### src/rtl/gray_code_converter_pkg.sv
// -----------------------------------------------------------------------------
// gray_code_converter_pkg
// Shared constants and width-generic Gray conversion helpers.
//
// The helpers work on a fixed GRAY_BW_MAX-bit word. Callers zero-extend a
// BW_DATA-bit operand and truncate the result back to BW_DATA bits. This is
// exact for any BW_DATA <= GRAY_BW_MAX:
//   - bin ^ (bin >> 1) shifts a zero into the operand MSB, as the logical
//     shift requires.
//   - The MSB-down prefix XOR only accumulates zeros above the operand MSB.
//
// Optional feature macro used by the top level: GRAY_ROUNDTRIP_CHECK_EN.
// -----------------------------------------------------------------------------
`timescale 1ns/1ps
package gray_code_converter_pkg;

  localparam int GRAY_BW_DEFAULT = 8;
  localparam int GRAY_BW_MAX     = 64;

  typedef logic [GRAY_BW_MAX-1:0] gray_word_t;

  // Binary to Gray: every bit is XORed with its more-significant neighbour.
  function automatic gray_word_t f_bin2gray(input gray_word_t bin);
    return bin ^ (bin >> 7'd1);
  endfunction

  // Gray to binary: running XOR from the MSB down.
  function automatic gray_word_t f_gray2bin(input gray_word_t gray);
    gray_word_t bin;
    logic       acc;
    bin = {GRAY_BW_MAX{1'b0}};
    acc = 1'b0;
    for (int k = GRAY_BW_MAX - 1; k >= 0; k--) begin
      acc    = acc ^ gray[k];
      bin[k] = acc;
    end
    return bin;
  endfunction

endpackage

### src/rtl/gray_code_converter_prefix_xor.sv
// -----------------------------------------------------------------------------
// gray_prefix_xor
// Combinational Gray-to-binary converter built as an MSB-down prefix-XOR chain.
//
// Ports:
//   i_gray [BW_DATA-1:0]  Gray-coded operand.
//   o_bin  [BW_DATA-1:0]  Binary value; o_bin[k] = XOR of i_gray[BW_DATA-1:k].
// -----------------------------------------------------------------------------
`timescale 1ns/1ps
module gray_prefix_xor
  import gray_code_converter_pkg::*;
#(
  parameter int BW_DATA = GRAY_BW_DEFAULT
) (
  input  logic [BW_DATA-1:0] i_gray,
  output logic [BW_DATA-1:0] o_bin
);

  logic acc_s;

  // Prefix-XOR chain. A scalar accumulator is used so that no bit of o_bin
  // reads another bit of the same vector.
  always_comb begin
    o_bin = {BW_DATA{1'b0}};
    acc_s = 1'b0;
    for (int k = BW_DATA - 1; k >= 0; k--) begin
      acc_s    = acc_s ^ i_gray[k];
      o_bin[k] = acc_s;
    end
  end

endmodule

### src/rtl/gray_code_converter.sv
// -----------------------------------------------------------------------------
// gray_code_converter
// Registered bidirectional Gray-code converter with a 1-cycle latency.
// Two independent paths (binary->Gray and Gray->binary) share one valid
// qualifier and one output register stage. While i_valid is low the data
// outputs hold their last value and o_valid drops.
//
// Parameters:
//   BW_DATA  data width in bits (2 .. GRAY_BW_MAX).
//
// Ports:
//   i_clk     clock, rising edge.
//   i_rstn    asynchronous active-low reset; clears all outputs.
//   i_valid   qualifies i_bin and i_gray.
//   i_bin     binary operand for the binary-to-Gray path.
//   i_gray    Gray operand for the Gray-to-binary path.
//   o_valid   registered i_valid.
//   o_gray    Gray code of the last valid i_bin.
//   o_bin     binary value of the last valid i_gray.
//
//   The following ports exist only with GRAY_ROUNDTRIP_CHECK_EN defined:
//   o_rt_bin  gray_to_bin(bin_to_gray(i_bin)) of the last valid i_bin.
//   o_err     one-cycle flag: the round trip did not reproduce i_bin.
// -----------------------------------------------------------------------------
`timescale 1ns/1ps
module gray_code_converter
  import gray_code_converter_pkg::*;
#(
  parameter int BW_DATA = GRAY_BW_DEFAULT
) (
  input  logic               i_clk,
  input  logic               i_rstn,
  input  logic               i_valid,
  input  logic [BW_DATA-1:0] i_bin,
  input  logic [BW_DATA-1:0] i_gray,
  output logic               o_valid,
  output logic [BW_DATA-1:0] o_gray,
  output logic [BW_DATA-1:0] o_bin
`ifdef GRAY_ROUNDTRIP_CHECK_EN
  ,
  output logic [BW_DATA-1:0] o_rt_bin,
  output logic               o_err
`endif
);

  logic [BW_DATA-1:0] gray_calc_s;
  logic [BW_DATA-1:0] bin_calc_s;

  logic               valid_d, valid_q;
  logic [BW_DATA-1:0] gray_d,  gray_q;
  logic [BW_DATA-1:0] bin_d,   bin_q;

  // Binary-to-Gray path. The operand is zero-extended into the helper's
  // wide word and the result is truncated back to BW_DATA bits.
  always_comb begin
    gray_calc_s = BW_DATA'(f_bin2gray(GRAY_BW_MAX'(i_bin)));
  end

  gray_prefix_xor #(
    .BW_DATA (BW_DATA)
  ) u_prefix_xor (
    .i_gray (i_gray),
    .o_bin  (bin_calc_s)
  );

`ifdef GRAY_ROUNDTRIP_CHECK_EN
  logic [BW_DATA-1:0] rt_calc_s;
  logic               rt_bad_s;
  logic [BW_DATA-1:0] rt_bin_d, rt_bin_q;
  logic               err_d,    err_q;

  // Round trip through both helpers. The Gray value comes from the same
  // logic that feeds o_gray, so a fault in that path shows up here.
  always_comb begin
    rt_calc_s = BW_DATA'(f_gray2bin(GRAY_BW_MAX'(gray_calc_s)));
    rt_bad_s  = (rt_calc_s != i_bin);
  end

  // Next state of the check registers. The error flag lasts one cycle.
  always_comb begin
    rt_bin_d = rt_bin_q;
    err_d    = 1'b0;
    if (i_valid) begin
      rt_bin_d = rt_calc_s;
      err_d    = rt_bad_s;
    end else begin
      rt_bin_d = rt_bin_q;
      err_d    = 1'b0;
    end
  end

  // Check register stage.
  always_ff @(posedge i_clk or negedge i_rstn) begin
    if (!i_rstn) begin
      rt_bin_q <= {BW_DATA{1'b0}};
      err_q    <= 1'b0;
    end else begin
      rt_bin_q <= rt_bin_d;
      err_q    <= err_d;
    end
  end

  assign o_rt_bin = rt_bin_q;
  assign o_err    = err_q;
`endif

  // Next state of the main registers. The data outputs hold while invalid.
  always_comb begin
    valid_d = i_valid;
    gray_d  = gray_q;
    bin_d   = bin_q;
    if (i_valid) begin
      gray_d = gray_calc_s;
      bin_d  = bin_calc_s;
    end else begin
      gray_d = gray_q;
      bin_d  = bin_q;
    end
  end

  // Main output register stage.
  always_ff @(posedge i_clk or negedge i_rstn) begin
    if (!i_rstn) begin
      valid_q <= 1'b0;
      gray_q  <= {BW_DATA{1'b0}};
      bin_q   <= {BW_DATA{1'b0}};
    end else begin
      valid_q <= valid_d;
      gray_q  <= gray_d;
      bin_q   <= bin_d;
    end
  end

  assign o_valid = valid_q;
  assign o_gray  = gray_q;
  assign o_bin   = bin_q;

endmodule

### config.mk
export PLATFORM = sky130hd
export DESIGN_NAME = gray_code_converter
export DESIGN_NICKNAME = d
export VERILOG_FILES = /design/src/rtl/gray_code_converter_pkg.sv /design/src/rtl/gray_code_converter_prefix_xor.sv /design/src/rtl/gray_code_converter.sv
export SDC_FILE = /design/constraint.sdc
export NUM_CORES = 1
export LEC_CHECK = 0
export ABC_CLOCK_PERIOD_IN_PS = 800
export BUFFER_PORTS_ARGS = -buffer_cell sky130_fd_sc_hd__buf_4
export CAP_MARGIN = 5
export CORE_UTILIZATION = 30
export DETAILED_ROUTE_END_ITERATION = 10
export PLACE_DENSITY_LB_ADDON = 0.12
export RECOVER_POWER = 25
export SYNTH_ARGS = -nofsm -noshare
export SYNTH_HDL_FRONTEND = slang
export SYNTH_SLANG_ARGS = --single-unit
### constraint.sdc
create_clock -name i_clk -period 0.8 [get_ports i_clk]
set_input_delay 0.08 -clock i_clk [delete_from_list [all_inputs] [get_ports i_clk]]
set_output_delay 0.08 -clock i_clk [all_outputs]
set_load 0.01 [all_outputs]
==> results.toml <==
[final_layout]
most-common-layout-cells = "30 x buf_4, 21 x buf_6, 17 x dfrtp_1"
final_common_cell = "buf_4"
postLayoutCellArea_um2 = 1450
antenna_cells = 0
num-nets-final = 153
drive_above_1_share_pct = 51.9
syn_to_final_growth_pct = 68.4

[cts]
insertion_delay_ns = 0.29
clk_pin_slew_ns = 0.09
cts_tree = "built"
clock-sinks = 17
htreeDepth = 1
cts_max_path_buffers = 2
cts-root-buf = "clkbuf_4"
cts_buffers = 3

[route]
drt-initial-drc-count = 11
routed_wl_um = 1850
drc_errors = 0
vias = 738
via_per_inst = 4.50
first_pass_iters = 3
post_drt_wl_per_cell_um = 11.3
detail-route-antenna-nets = 0

[synth]
yosys-top-cells-area = "dfrtp_1 49%, xnor2_1 14%, a21oi_1 7.0%"
syn_avg_cell_area_um2 = 11.1
synth_seq_area_share_pct = 49.3
synth_fp_nets = 97
ys_types = 19
synth_top_cell_by_area = "dfrtp_1"
netlist.area_leader.share_pct = 49.3
syn_area_um2 = 863
ys_warn_count = 0
synth_seq_cells = 17
synth_cells = 78

[timing]
finalClockSkew_ns = 0
worst_slack_ns = -0.179
setup_viol = 21
slew_viol_final = 0
rsz0062_at_grt = "yes"
worstMarginPinSlew_ns = 0.428
period_minus_slack_ns = 0.979
hold_viol = 0
fin_crit_sh_pct = 122
maxSlewHeadroom_pct = 71.4
whs_ns = 0.0210
timing.fmax_mhz = 1020

[setup_path]
cpMostUsedCell = "buf_6"
crit_start = "o_bin[1]"
worst_setup_path_start_kind = "flop"
critPathSlowestCell = "dfrtp_1"
path_class = "reg -> out"
required_ns = 0.72
arrival_ns = 0.90
cp-end-kind = "primary output"
crit_chain = "buf_6, buf_6"
crit_fanout = 2
r2r_start = "o_bin[2]"
max_stage_delay_ns = 0.39

[placement]
post-place-ws_ns = -0.529
hpwl_um = 1330
gp_congestion = 0.807
place.port_buffers = 35
placed_area_um2 = 1260

[floorplan]
core.rowCount = 19
dieWidth_um = 55.6
io_pins = 36
initial_core_util_pct = 31.6
dieArea_um2 = 3100
die_h_um = 55.6
fp.coreArea_um2 = 2730

[outcome]
status = "finished, violations left"
violations = "setup timing"

[global_route]
grt_pass1_wl_um = 3290
antenna_found_initial = 0
grt-ovfl-total = 0
grt_util_all_layers_pct = 13.6
grt_max_degree = 18
grt_pass1_vias = 768

[power_and_ir_drop]
swShare_pct = 28.4
pwr-share-comb_pct = 42.9
ir_worst_vdd_v = 0.00128
power_density_nw_per_um2 = 1870
switchingPower_w = 0.000772
seqPwrFrac_pct = 40.4
clockPowerShare_pct = 16.6
p_int_w = 0.00194
p_leak_nw = 0.670

[hold_path]
hp-class = "in -> reg"
min_from = "i_valid"

[job]
maxCapViolCount = 0
cell type report:
type	count	area, um2
Tap cell	31	38.8
Clock inverter	1	5.00
Fill cell	258	1280
Inverter	2	7.51
Multi-Input combinational cell	55	448
Timing Repair Buffer	55	507
Clock buffer	3	22.5
Sequential cell	17	425
per-stage QoR:
stage,setup TNS (ns),power [W],std cells,utilization (%)
5_1_grt,-3.17,0.00290,164,53.2
3_5_place_dp,-2.16,0.00201,152,46.2
3_3_place_gp,-2.02,0.00200,152,46.2
2_1_floorplan,-1.13,0.00152,78,-
4_1_cts,-2.47,0.00271,161,52.2
6_report,-2.15,0.00272,164,53.2
routing by layer:
layer	GRT usage [%]	vias to the layer above	share of wire, %
met2	23.2	24	49
met3	5.81	2	6.3
met4	3.21	0	0.81
met1	15.7	343	44
li1	-	369	-
met5	0	-	0
registers in the layout, indices dropped and copies added, names as in the netlist:
| signal | cells |
|---|---|
| o_gray | 8 |
| o_bin | 8 |
| o_valid | 1 |
path summary, 6_finish.rpt:
check	endpoint	slack, ns	depth (start not counted)
worst min register to register	o_bin[1]	0.54	1
min in group asynchronous	o_bin[4]	0.25	2
max in group asynchronous	o_gray[7]	0.24	2
worst min-delay path	o_valid	0.02	1
worst max register to register	o_bin[2]	-0.08	4
worst max-delay path	o_bin[1]	-0.18	2
worst max-delay path, delay by kind of cell, from the launching register on:
family | cells | cell delay, ns
buffers and inverters | 2 | 0.23
flip-flops | 1 | 0.39
Yosys cell counts:
library cell / instances
dfrtp_1: 17
xnor2_1: 14
a21oi_1: 12
nor2_1: 11
mux2_2: 5
xnor2_2: 3
clkbuf_1: 2
inv_1: 2
nand2_1: 2
buf_1: 1
buf_6: 1
nand2b_1: 1
nand3_1: 1
nand3b_1: 1
nor3_1: 1
o211ai_1: 1
o31ai_1: 1
or4b_1: 1
xnor3_1: 1
cell families after synthesis:
kind of cell | synth area share (%)
AO/OA/AOI/OAI | 8.70
XOR/XNOR | 22.5
multiplexers | 6.52
flip-flops | 49.3
AND/OR/NAND/NOR | 9.57
buffers and inverters | 3.48
timing repair:
action,in CTS,in global routing
setup buffers,4,3
endpoints found under the hold margin,17,0
pin swaps,2,0
hold buffers,1,0
resized for setup,25,2
setup endpoints to repair,20,22
power groups by stage:
stage	Combinational, W	Sequential (W)	Clock, W
after floorplan	0.000368	0.00115	0
after global placement	0.000911	0.00109	0
after detailed placement	0.000921	0.00109	0
after CTS	0.00113	0.00110	0.000490
after global routing	0.00126	0.00111	0.000529
final	0.00117	0.00110	0.000452
Note: power is estimated with default switching activity, not from simulation.
